`src/rtl/axi4l_gpio_irq_slave_if.sv`:
```
// AXI4-Lite bus bundle for axi4l_gpio_irq_slave: master drives requests, slave drives responses.
interface axi4l_gpio_irq_slave_if #(
  parameter int unsigned ADDR_WIDTH = 8,
  parameter int unsigned DATA_WIDTH = 32
);
  logic [ADDR_WIDTH-1:0]   awaddr;
  logic [2:0]              awprot;
  logic                    awvalid;
  logic                    awready;
  logic [DATA_WIDTH-1:0]   wdata;
  logic [DATA_WIDTH/8-1:0] wstrb;
  logic                    wvalid;
  logic                    wready;
  logic [1:0]              bresp;
  logic                    bvalid;
  logic                    bready;
  logic [ADDR_WIDTH-1:0]   araddr;
  logic [2:0]              arprot;
  logic                    arvalid;
  logic                    arready;
  logic [DATA_WIDTH-1:0]   rdata;
  logic [1:0]              rresp;
  logic                    rvalid;
  logic                    rready;

  modport master (
    output awaddr, awprot, awvalid, wdata, wstrb, wvalid, bready,
           araddr, arprot, arvalid, rready,
    input  awready, wready, bresp, bvalid, arready, rdata, rresp, rvalid
  );

  modport slave (
    input  awaddr, awprot, awvalid, wdata, wstrb, wvalid, bready,
           araddr, arprot, arvalid, rready,
    output awready, wready, bresp, bvalid, arready, rdata, rresp, rvalid
  );
endinterface

```
`src/rtl/axi4l_gpio_irq_slave.sv`:
```
// AXI4-Lite LED / interrupt aggregation register block.
// Define AXIL_SLVERR_EN to answer unmapped register indices with SLVERR instead of OKAY.
module axi4l_gpio_irq_slave #(
  parameter int unsigned ADDR_WIDTH = 8,
  parameter int unsigned DATA_WIDTH = 32,
  parameter int unsigned NUM_LEDS   = 8,
  parameter int unsigned NUM_IRQ    = 4,
  parameter logic [31:0] ID_VALUE   = 32'hA11E_0002
) (
  input  logic                         ACLK,
  input  logic                         ARESET,
  axi4l_gpio_irq_slave_if.slave        s_axi,
  input  logic [NUM_IRQ-1:0]           EXT_IRQ_IN,
  output logic [NUM_LEDS-1:0]          LED,
  output logic                         IRQ_OUT
);

  localparam int unsigned ADDR_LSB = $clog2(DATA_WIDTH / 8);
  localparam int unsigned IDX_W    = ADDR_WIDTH - ADDR_LSB;
  localparam int unsigned STRB_W   = DATA_WIDTH / 8;

  localparam logic [IDX_W-1:0] IDX_LED     = IDX_W'(0);
  localparam logic [IDX_W-1:0] IDX_IRQ_EN  = IDX_W'(1);
  localparam logic [IDX_W-1:0] IDX_IRQ_ST  = IDX_W'(2);
  localparam logic [IDX_W-1:0] IDX_IRQ_RAW = IDX_W'(3);
  localparam logic [IDX_W-1:0] IDX_SCRATCH = IDX_W'(4);
  localparam logic [IDX_W-1:0] IDX_ID      = IDX_W'(5);

`ifdef AXIL_SLVERR_EN
  localparam logic SLVERR_EN = 1'b1;
`else
  localparam logic SLVERR_EN = 1'b0;
`endif

  logic                  aw_held, w_held;
  logic [IDX_W-1:0]      wr_idx;
  logic [DATA_WIDTH-1:0] w_data_q;
  logic [STRB_W-1:0]     w_strb_q;
  logic                  bvalid_q, rvalid_q;
  logic [1:0]            bresp_q, rresp_q;
  logic [DATA_WIDTH-1:0] rdata_q;

  logic [NUM_LEDS-1:0]   led_q;
  logic [NUM_IRQ-1:0]    irq_en_q, irq_status_q;
  logic [DATA_WIDTH-1:0] scratch_q;
  logic [NUM_IRQ-1:0]    sync1, sync2, sync3;
  logic                  irq_out_q;

  logic                  aw_hs, w_hs, ar_hs, wr_commit, wr_mapped;
  logic [DATA_WIDTH-1:0] wr_mask;
  logic [IDX_W-1:0]      rd_idx;
  logic [DATA_WIDTH-1:0] rd_data;
  logic                  rd_err;
  logic [NUM_IRQ-1:0]    irq_rise, status_clr;
  logic                  unused_bits;

  assign s_axi.awready = !aw_held && !bvalid_q && !ARESET;
  assign s_axi.wready  = !w_held && !bvalid_q && !ARESET;
  assign s_axi.arready = !rvalid_q && !ARESET;
  assign s_axi.bvalid  = bvalid_q;
  assign s_axi.bresp   = bresp_q;
  assign s_axi.rvalid  = rvalid_q;
  assign s_axi.rresp   = rresp_q;
  assign s_axi.rdata   = rdata_q;
  assign LED           = led_q;
  assign IRQ_OUT       = irq_out_q;

  assign aw_hs     = s_axi.awvalid && s_axi.awready;
  assign w_hs      = s_axi.wvalid && s_axi.wready;
  assign ar_hs     = s_axi.arvalid && s_axi.arready;
  assign wr_commit = aw_held && w_held;
  assign wr_mapped = (wr_idx <= IDX_ID);
  assign rd_idx    = s_axi.araddr[ADDR_WIDTH-1:ADDR_LSB];
  assign irq_rise  = sync2 & ~sync3;

  assign unused_bits = ^{s_axi.awprot, s_axi.arprot,
                         s_axi.awaddr[ADDR_LSB-1:0], s_axi.araddr[ADDR_LSB-1:0]};

  always_comb begin
    wr_mask = '0;
    for (int unsigned i = 0; i < STRB_W; i++) begin
      wr_mask[i*8 +: 8] = {8{w_strb_q[i]}};
    end
  end

  always_comb begin
    status_clr = '0;
    if (wr_commit && wr_idx == IDX_IRQ_ST) begin
      status_clr = NUM_IRQ'(w_data_q & wr_mask);
    end
  end

  always_comb begin
    rd_data = '0;
    rd_err  = 1'b0;
    case (rd_idx)
      IDX_LED:     rd_data = DATA_WIDTH'(led_q);
      IDX_IRQ_EN:  rd_data = DATA_WIDTH'(irq_en_q);
      IDX_IRQ_ST:  rd_data = DATA_WIDTH'(irq_status_q);
      IDX_IRQ_RAW: rd_data = DATA_WIDTH'(sync2);
      IDX_SCRATCH: rd_data = scratch_q;
      IDX_ID:      rd_data = DATA_WIDTH'(ID_VALUE);
      default:     rd_err  = 1'b1;
    endcase
  end

  // AW and W park independently; the commit happens on the edge after both are parked.
  always_ff @(posedge ACLK) begin
    if (ARESET) begin
      aw_held  <= 1'b0;
      w_held   <= 1'b0;
      wr_idx   <= '0;
      w_data_q <= '0;
      w_strb_q <= '0;
      bvalid_q <= 1'b0;
      bresp_q  <= '0;
    end else begin
      if (aw_hs) begin
        aw_held <= 1'b1;
        wr_idx  <= s_axi.awaddr[ADDR_WIDTH-1:ADDR_LSB];
      end
      if (w_hs) begin
        w_held   <= 1'b1;
        w_data_q <= s_axi.wdata;
        w_strb_q <= s_axi.wstrb;
      end
      if (wr_commit) begin
        aw_held  <= 1'b0;
        w_held   <= 1'b0;
        bvalid_q <= 1'b1;
        bresp_q  <= (SLVERR_EN && !wr_mapped) ? 2'b10 : 2'b00;
      end else if (bvalid_q && s_axi.bready) begin
        bvalid_q <= 1'b0;
      end
    end
  end

  always_ff @(posedge ACLK) begin
    if (ARESET) begin
      rvalid_q <= 1'b0;
      rdata_q  <= '0;
      rresp_q  <= '0;
    end else if (ar_hs) begin
      rvalid_q <= 1'b1;
      rdata_q  <= rd_data;
      rresp_q  <= (SLVERR_EN && rd_err) ? 2'b10 : 2'b00;
    end else if (rvalid_q && s_axi.rready) begin
      rvalid_q <= 1'b0;
    end
  end

  always_ff @(posedge ACLK) begin
    if (ARESET) begin
      led_q     <= '0;
      irq_en_q  <= '0;
      scratch_q <= '0;
    end else if (wr_commit) begin
      case (wr_idx)
        IDX_LED:     led_q     <= NUM_LEDS'((DATA_WIDTH'(led_q) & ~wr_mask) | (w_data_q & wr_mask));
        IDX_IRQ_EN:  irq_en_q  <= NUM_IRQ'((DATA_WIDTH'(irq_en_q) & ~wr_mask) | (w_data_q & wr_mask));
        IDX_SCRATCH: scratch_q <= (scratch_q & ~wr_mask) | (w_data_q & wr_mask);
        default:     ;
      endcase
    end
  end

  // Rising edge is ORed in after the W1C clear so a coincident new edge survives.
  always_ff @(posedge ACLK) begin
    if (ARESET) begin
      sync1        <= '0;
      sync2        <= '0;
      sync3        <= '0;
      irq_status_q <= '0;
      irq_out_q    <= 1'b0;
    end else begin
      sync1        <= EXT_IRQ_IN;
      sync2        <= sync1;
      sync3        <= sync2;
      irq_status_q <= (irq_status_q & ~status_clr) | irq_rise;
      irq_out_q    <= |(irq_status_q & irq_en_q);
    end
  end

endmodule

```
`src/flat_wrapper.sv`:
```
// flat-port wrapper written by rule: the top's interface ports become plain ports
module axi4l_gpio_irq_slave_flat 
#(
  parameter int unsigned ADDR_WIDTH = 8,
  parameter int unsigned DATA_WIDTH = 32,
  parameter int unsigned NUM_LEDS   = 8,
  parameter int unsigned NUM_IRQ    = 4,
  parameter logic [31:0] ID_VALUE   = 32'hA11E_0002
)
  (ACLK, ARESET, EXT_IRQ_IN, LED, IRQ_OUT, s_axi_awaddr, s_axi_awprot, s_axi_awvalid, s_axi_wdata, s_axi_wstrb, s_axi_wvalid, s_axi_bready, s_axi_araddr, s_axi_arprot, s_axi_arvalid, s_axi_rready, s_axi_awready, s_axi_wready, s_axi_bresp, s_axi_bvalid, s_axi_arready, s_axi_rdata, s_axi_rresp, s_axi_rvalid);
  axi4l_gpio_irq_slave_if #(.ADDR_WIDTH(ADDR_WIDTH), .DATA_WIDTH(DATA_WIDTH)) s_axi_i ();
  input  logic ACLK;
  input  logic ARESET;
  input  logic [NUM_IRQ-1:0] EXT_IRQ_IN;
  output logic [NUM_LEDS-1:0] LED;
  output logic IRQ_OUT;
  input wire logic [$bits(s_axi_i.awaddr)-1:0] s_axi_awaddr;
  input wire logic [$bits(s_axi_i.awprot)-1:0] s_axi_awprot;
  input wire logic [$bits(s_axi_i.awvalid)-1:0] s_axi_awvalid;
  input wire logic [$bits(s_axi_i.wdata)-1:0] s_axi_wdata;
  input wire logic [$bits(s_axi_i.wstrb)-1:0] s_axi_wstrb;
  input wire logic [$bits(s_axi_i.wvalid)-1:0] s_axi_wvalid;
  input wire logic [$bits(s_axi_i.bready)-1:0] s_axi_bready;
  input wire logic [$bits(s_axi_i.araddr)-1:0] s_axi_araddr;
  input wire logic [$bits(s_axi_i.arprot)-1:0] s_axi_arprot;
  input wire logic [$bits(s_axi_i.arvalid)-1:0] s_axi_arvalid;
  input wire logic [$bits(s_axi_i.rready)-1:0] s_axi_rready;
  output wire logic [$bits(s_axi_i.awready)-1:0] s_axi_awready;
  output wire logic [$bits(s_axi_i.wready)-1:0] s_axi_wready;
  output wire logic [$bits(s_axi_i.bresp)-1:0] s_axi_bresp;
  output wire logic [$bits(s_axi_i.bvalid)-1:0] s_axi_bvalid;
  output wire logic [$bits(s_axi_i.arready)-1:0] s_axi_arready;
  output wire logic [$bits(s_axi_i.rdata)-1:0] s_axi_rdata;
  output wire logic [$bits(s_axi_i.rresp)-1:0] s_axi_rresp;
  output wire logic [$bits(s_axi_i.rvalid)-1:0] s_axi_rvalid;
  assign s_axi_i.awaddr = s_axi_awaddr;
  assign s_axi_i.awprot = s_axi_awprot;
  assign s_axi_i.awvalid = s_axi_awvalid;
  assign s_axi_i.wdata = s_axi_wdata;
  assign s_axi_i.wstrb = s_axi_wstrb;
  assign s_axi_i.wvalid = s_axi_wvalid;
  assign s_axi_i.bready = s_axi_bready;
  assign s_axi_i.araddr = s_axi_araddr;
  assign s_axi_i.arprot = s_axi_arprot;
  assign s_axi_i.arvalid = s_axi_arvalid;
  assign s_axi_i.rready = s_axi_rready;
  assign s_axi_awready = s_axi_i.awready;
  assign s_axi_wready = s_axi_i.wready;
  assign s_axi_bresp = s_axi_i.bresp;
  assign s_axi_bvalid = s_axi_i.bvalid;
  assign s_axi_arready = s_axi_i.arready;
  assign s_axi_rdata = s_axi_i.rdata;
  assign s_axi_rresp = s_axi_i.rresp;
  assign s_axi_rvalid = s_axi_i.rvalid;
  axi4l_gpio_irq_slave #(.ADDR_WIDTH(ADDR_WIDTH), .DATA_WIDTH(DATA_WIDTH), .NUM_LEDS(NUM_LEDS), .NUM_IRQ(NUM_IRQ), .ID_VALUE(ID_VALUE)) u_core (.ACLK(ACLK), .ARESET(ARESET), .s_axi(s_axi_i), .EXT_IRQ_IN(EXT_IRQ_IN), .LED(LED), .IRQ_OUT(IRQ_OUT));
endmodule
```
`config.mk`:
```
export PLATFORM = sky130hd
export DESIGN_NAME = axi4l_gpio_irq_slave_flat
export DESIGN_NICKNAME = d
export VERILOG_FILES = /design/src/rtl/axi4l_gpio_irq_slave_if.sv /design/src/rtl/axi4l_gpio_irq_slave.sv /design/src/flat_wrapper.sv
export SDC_FILE = /design/constraint.sdc
export NUM_CORES = 1
export LEC_CHECK = 0
export ABC_CLOCK_PERIOD_IN_PS = 2950
export CORE_UTILIZATION = 53
export DETAILED_ROUTE_END_ITERATION = 16
export PLACE_DENSITY_LB_ADDON = 0.1
export SLEW_MARGIN = 40
export SYNTH_ARGS = -nofsm -noshare
export SYNTH_HDL_FRONTEND = slang
export SYNTH_SLANG_ARGS = --single-unit
```
`constraint.sdc`:
```
create_clock -name ACLK -period 2.95 [get_ports ACLK]
set_input_delay 0.4425 -clock ACLK [delete_from_list [all_inputs] [get_ports ACLK]]
set_output_delay 0.4425 -clock ACLK [all_outputs]
set_load 0.005 [all_outputs]
```
# Word-level counts from Yosys, hierarchy flattened
# Cells that the tools add are included.
# W data, S select, Z words.
totals:
  elab_cells: 70
  register_bits: 139
  mem_bits_rw: 0
  memories: 0
  latchBits: 0
  rom_bits: 0
  output_inout_bits: 50
  in_bits: 69
classes:
  n_eq_ne: 8
  n_addsub: 0
  magnitude_cmp: 0
  n_reduce_logical: 26
  n_shift: 0
  bitwise_logic: 14
  n_mul: 0
  n_div: 0
  muxes: 6
op_table:
  columns: ["op", "count"]
  rows:
  - ["$pmux W32 S6", 1]
  - ["$and A32 B32 Y32", 2]
  - ["$not A32 Y32", 1]
  - ["$or A32 B32 Y32", 1]
  - ["$eq A6 B2 Y1 const B", 3]
  - ["$eq A6 B3 Y1 const B", 3]
  - ["$and A4 B4 Y4", 4]
  - ["$eq A6 B1 Y1 const B", 2]
  - ["$logic_and A1 B1 Y1", 12]
  - ["$logic_not A6 Y1", 2]
  - ["$and A8 B8 Y8", 1]
  - ["$not A4 Y4", 2]
  - ["$or A4 B4 Y4", 2]
  - ["$or A8 B8 Y8", 1]
  - ["$reduce_and A2 Y1", 3]
  - ["$logic_not A1 Y1", 5]
  - ["$mux W1", 4]
  - ["$mux W4", 1]
  - ["$reduce_bool A2 Y1", 2]
  - ["$reduce_or A4 Y1", 1]
  - ["$reduce_or A2 Y1", 1]

# Logic depth before layout (Yosys ltp)
# Gate-level depths: netlist (run 1).
logic_depth:
  word_depth: 6
  depth_mapped: 7
  ltp_nobuf: 4

# Least setup slack after synthesis (run 1)
# OpenSTA, ideal clock, no wires.
synth_timing:
  path_kind: "input-to-output"
  start: "in ARESET"
  end: "out s_axi_arready"
  path_slack_ps: 1253
  required_time_ps: 2508
  n_path_buf: 3
  path_stages: 4
  t_arrival_ps: 1255
  cell_sequence: "clkbuf_1 > clkbuf_1 > buf_2 > nor2_1"
synth_between:
  elab_chain_cells: 2
synth_rtl:
  columns: ["item", "line", "text"]
  rows:
  - ["start: declaration", "flat_wrapper.sv:13", "input logic ARESET;"]
  - ["$logic_not A1 Y1", "axi4l_gpio_irq_slave.sv:59", "assign s_axi.arready = !rvalid_q && !ARESET;"]
  - ["$logic_and A1 B1 Y1", "axi4l_gpio_irq_slave.sv:59", null]
  - ["end: declaration", "flat_wrapper.sv:32", "output wire logic [$bits(s_axi_i.arready)-1:0] s_axi_arready;"]
# Every way passes these cells.

# Final worst setup path (run 1)
layout_timing:
  start: "reg u_core.w_held"
  end: "out s_axi_wready"
layout_between:
  elab_chain_cells: 3
layout_rtl:
  columns: ["item", "line", "text"]
  rows:
  - ["start: declaration", "axi4l_gpio_irq_slave.sv:35", "logic aw_held, w_held;"]
  - ["start signal: assignment", "axi4l_gpio_irq_slave.sv:111", "w_held <= 1'b0;"]
  - ["start signal: assignment", "axi4l_gpio_irq_slave.sv:123", "w_held <= 1'b1;"]
  - ["start signal: assignment", "axi4l_gpio_irq_slave.sv:129", "w_held <= 1'b0;"]
  - ["$logic_not A1 Y1", "axi4l_gpio_irq_slave.sv:58", "assign s_axi.wready = !w_held && !bvalid_q && !ARESET;"]
  - ["$logic_and A1 B1 Y1 (2 in a row)", "axi4l_gpio_irq_slave.sv:58", null]
  - ["end: declaration", "flat_wrapper.sv:29", "output wire logic [$bits(s_axi_i.wready)-1:0] s_axi_wready;"]
# Every way passes these cells.

==> metrics.txt, run 1 <==
P&R area growth vs syn 33.76%; vias in the first global route 3863; crit path DAT 1720 ps; Total Routed Length 11.77 mm; gr ovfl total 0; CTS sink cnt 139; worst min path class in2reg; Final setup viols 0; Yosys Warn Count 0; starting density of the core 54.73%; first-pass GRT wire length 18.97 mm; worst setup path category reg2out; M3 GR Usage 6.685%; All-Layer GR Usage 24.71%; top-count cell post-synth dfxtp_1; Synth cell types 41; # DRC 0; Synth Flop Type dfxtp_1; Antenna Nets Post-Route 0; Core Box Area 9284 µm²; GP Congestion 0.8109; sw frac 21.22%; met1 usage in global routing 31.35%; Power, Total 0.004446 W; buffers from clock root to sink, at most 2; Final Critical Period 2158 ps; IO Count 119; CTS tree yes; top cells by count, synth 139 x dfxtp_1, 90 x nand2_1, 57 x nor2_1; Util after Layout 73.21%; post-DR wirelength/cell 15.32 µm; top post-synthesis cells by area dfxtp_1 55%, mux2i_1 10%, nand2_1 6.6%; Setup Total Neg Slack 0 ps; Max-slew headroom 51.22%; clk_lat worst skew 510 ps; PD cells 654.1 nW/µm²; antenna violations before repair 0; layout cells sized above 1 8.138%; area of the mapped netlist 5081 µm²; Slew @ Worst Pin 731.7 ps; TritonRoute pass-1 iters 4; number of synthesized register bits 139; CTS buffer count 17; RSZ-0062 raised after global routing false; NumNets Final 696; # resized after CTS 0; crit path launch type register; Pint 0.003502 W; fin crit share 73.14%; Port Buf Inserts 104; Synth area leader dfxtp_1; worst vdd ir 381.6 µV; switching power total 0.0009433 W; HPWL Detailed 7.517 mm; Comb pwr share 5.5%; Fin. Hold Viols 0; post-synth top area share 54.76%; die area 9983 µm²; synthesized instance count 530; met2 usage 40.80%; CP max FO 5; via density per instance 5.301; post-synthesis async set-or-reset flop share 0%; Max-Cap Viols 0; pin count of the biggest net entering global routing 62; Die X 99.92 µm; register share of total power 43.9%; CTS Hold Bufs 0; WP data required 2510 ps; max-slew violation count 0; clock share of power 50.6%; Via Count 4071; Clock transition at path regs 60 ps; EDFF count, synth 0; chip height 99.92 µm; Iter 0 DRT Violations 145; GRT busiest layer met2; syn_area_per_cell 9.587 µm²; Fmax achieved 463.5 MHz; Seq/Total Area, Yosys 54.76%; Setup Buffers After CTS 0; Worst Skew 7.042 ps; Root Driver clkbuf_8; Crit. End Element primary output; # placed instances 737; Layout Cells excl Fill 768; Core Rows 35; Leak Pwr 2.801 nW; status complete, no violations; H-Tree Depth 4; Antenna diodes 0
## path summary, 6_finish.rpt
kind / from / end / slack, ps / cells past startpoint
hold reg to reg: u_core.sync1[0] / u_core.sync2[0] / 430 / 1
setup / recovery: u_core.w_held / s_axi_wready / 790 / 2
setup reg to reg: u_core.w_strb_q[0] / register / 1180 / 4
hold / removal: ARESET / u_core.wr_idx[0] / 420 / 2
## placed cells by master (no fill, tap or decap), drive strengths merged, types with 3 or more instances in the layout
cell type,synthesis,layout
dfxtp,139,139
clkdlybuf4s50,0,103
nand2,90,90
nor2,57,57
mux2i,52,52
a21oi,51,51
o21ai,19,19
a22o,17,17
clkbuf,21,17
nor2b,14,14
buf,16,9
inv,6,7
nand2b,6,6
bufinv,0,5
clkinv,0,5
nand4,4,4
a32oi,4,4
conb,1,4
nand4b,3,3
a22oi,3,3
clkinvlp,0,3
nor3,3,3
nand3,3,3
## final cells by class
| class | instances | area (µm²) |
|---|---|---|
| Sequential cell | 139 | 2783 |
| Inverter | 6 | 22.52 |
| Multi-Input combinational cell | 351 | 2096 |
| Clock inverter | 14 | 221.5 |
| Clock buffer | 17 | 414.1 |
| Timing Repair Buffer | 112 | 1099 |
| Tap cell | 129 | 161.4 |
| Fill cell | 708 | 2487 |
## critical path: stages, from the launching register on
cell,delay (ps)
dfxtp_1,350
nor3_1,300
clkdlybuf4s50_1,560
## per-layer routing
metal,part of all wire (%),up-vias
met3,4.6,11
met1,46,1962
li1,-,1991
met2,48,107
met4,1.0,0
met5,0,-
## power by group through the flow
stage	logic [W]	clock network [W]	registers, W
CTS	0.000247	0.00228	0.00195
global placement	0.000241	0	0.00199
finish	0.000245	0.00225	0.00195
floorplan	0.000127	0	0.00198
global route	0.000270	0.00237	0.00195
detailed placement	0.000245	0	0.00199
## through the flow
stage,cell area [µm²],hold WS (ps),worst slack [ps]
floorplan,5092,413.8,1253
global placement,6161,418.2,592.0
detailed placement,6161,422.0,529.0
CTS,6797,410.1,772.1
global route,6797,427.1,733.9
finish,6797,421.2,792.4
## cell families (layout without fill, tap and decap cells)
| group | count (synthesis) | after routing | synth area share, % |
|---|---|---|---|
| multiplexers | 54 | 54 | 10.91 |
| other | 1 | 4 | 0.07380 |
| AND/OR/NAND/NOR | 191 | 191 | 17.68 |
| AO/OA/AOI/OAI | 102 | 102 | 12.31 |
| buffers and inverters | 43 | 149 | 4.260 |
| flip-flops | 139 | 139 | 54.76 |
Power figures use the tool's default switching activity.
==> run 2: changes to the inputs <==
--- a/config.mk
+++ b/config.mk
@@ -5,8 +5,8 @@
 export SDC_FILE = /design/constraint.sdc
 export NUM_CORES = 1
 export LEC_CHECK = 0
-export ABC_CLOCK_PERIOD_IN_PS = 2950
-export CORE_UTILIZATION = 53
+export ABC_CLOCK_PERIOD_IN_PS = 1800
+export CORE_UTILIZATION = 45
 export DETAILED_ROUTE_END_ITERATION = 16
 export PLACE_DENSITY_LB_ADDON = 0.1
 export SLEW_MARGIN = 40
==> constraint.sdc (replaced) <==
create_clock -name ACLK -period 1.8 [get_ports ACLK]
set_input_delay 0.27 -clock ACLK [delete_from_list [all_inputs] [get_ports ACLK]]
set_output_delay 0.27 -clock ACLK [all_outputs]
set_load 0.005 [all_outputs]
==> metrics.txt, run 2 (same netlist as run 1, synthesis figures left out) <==
CP max stage delay 430 ps; Total Routed Length 12.24 mm; Root Driver clkbuf_16; worst vdd ir 583.8 µV; Setup Total Neg Slack 0 ps; Clock transition at path regs 60 ps; CTS Hold Bufs 0; IO Count 119; post-DR wirelength/cell 15.26 µm; worst min path class in2reg; clk_lat worst skew 410 ps; antenna violations before repair 0; CTS buffer count 17; commonest non-fill, non-tap cells in the layout 139 x dfxtp_1, 101 x clkdlybuf4s50_1, 90 x nand2_1, 56 x nor2_1, 52 x mux2i_1; # DRC 0; Port Buf Inserts 104; most common cell after layout, fill and taps aside dfxtp_1; Core Box Area 10940 µm²; Max-Cap Viols 0; All-Layer GR Usage 22.05%; pin count of the biggest net entering global routing 49; Util after Layout 64.13%; Iter 0 DRT Violations 186; Fin. Hold Viols 0; WP data required 2090 ps; Layout Cells excl Fill 802; P&R area growth vs syn 38.02%; Fillers 950; PD cells 1019 nW/µm²; die area 11720 µm²; CP max FO 4; max-slew violation count 0; CTS sink cnt 139; TritonRoute pass-1 iters 4; layout cells sized above 1 11.63%; NumNets Final 718; Fmax achieved 590.0 MHz; # placed instances 769; RSZ-0062 raised after global routing true; fin crit share 94.16%; CTS tree yes; Power, Total 0.007146 W; H-Tree Depth 4; worst setup path category reg2reg; HPWL Detailed 8.215 mm; gr ovfl total 0; WHS 89.71 ps; Worst Skew 13.21 ps; via density per instance 5.171; vias in the first global route 4022; Antenna diodes 0; Core Rows 38; Leak Pwr 2.935 nW; Crit. End Element register; Final setup viols 0; Antenna Nets Post-Route 0; crit path launch type register; crit path cell chain nor3b_1, nand4b_1, mux2i_1, nor2_1; crit path DAT 1980 ps; Final Critical Period 1695 ps; slowest stage cell, crit path nand4b_1; chip height 108.3 µm; status complete, no violations; Die X 108.3 µm; GP Congestion 0.8777; first-pass GRT wire length 19.55 mm; Via Count 4147; buffers from clock root to sink, at most 2; starting density of the core 46.46%
[run 2: cell types whose count changed in the layout (fill, tap and decap cells not counted), moves of 3 or more]
cell and delta:
buf_4 +18, buf_12 +4, bufinv_16 -3, inv_6 +3
[run 2: path summary, 6_finish.rpt]
check / to / slack [ps] / cells after the start / startpoint
setup / recovery: register / 110 / 4 / u_core.w_strb_q[0]
hold / removal: u_core.s_axi.bvalid / 90 / 2 / ARESET
hold reg to reg: u_core.sync2[1] / 440 / 1 / u_core.sync1[1]
setup reg to reg: register / 110 / 4 / u_core.w_strb_q[0]
[run 2: area by class of cell]
class	count	area, µm²	area share, %
Clock inverter	14	160.2	2.284
Multi-Input combinational cell	351	2115	30.15
Timing Repair Buffer	134	1319	18.80
Clock buffer	18	439.2	6.262
Inverter	6	22.52	0.3211
Sequential cell	139	2783	39.68
Tap cell	140	175.2	2.498
[run 2: where the power goes]
group / switching [W] / leakage, nW / total [W] / internal, W
Sequential: 0.0000480 / 1.13 / 0.00319 / 0.00315
Combinational: 0.000212 / 1.52 / 0.000456 / 0.000244
Clock: 0.00139 / 0.286 / 0.00350 / 0.00211
[run 2: through the flow]
stage	setup WS, ps	instance area (µm²)
after floorplan	429.5	5092
final	105.2	7013
after CTS	20.33	6999
after global routing	-30.30	7013
after detailed placement	-120.8	6382
after global placement	-93.63	6382
[run 2: per-layer routing]
layer | GRT usage (%) | vias to the layer above | wire (µm)
met5 | 0 | - | 0
met4 | 5.792 | 0 | 97
met3 | 6.751 | 11 | 681
met2 | 36.94 | 120 | 5963
met1 | 27.50 | 1978 | 5493
li1 | - | 2038 | -
[run 2: critical path, delay by kind of cell (launching register included)]
family           cells  cell delay [ps]
and+or+nand+nor      3              880
DFF                  1              390
muxes                1              310
[run 2: repair_timing]
item	in CTS	in global routing
buffers inserted	1	0
endpoints found under the setup margin	2	9
gates resized for setup	2	3
cloned	0	0
pin swaps	1	0
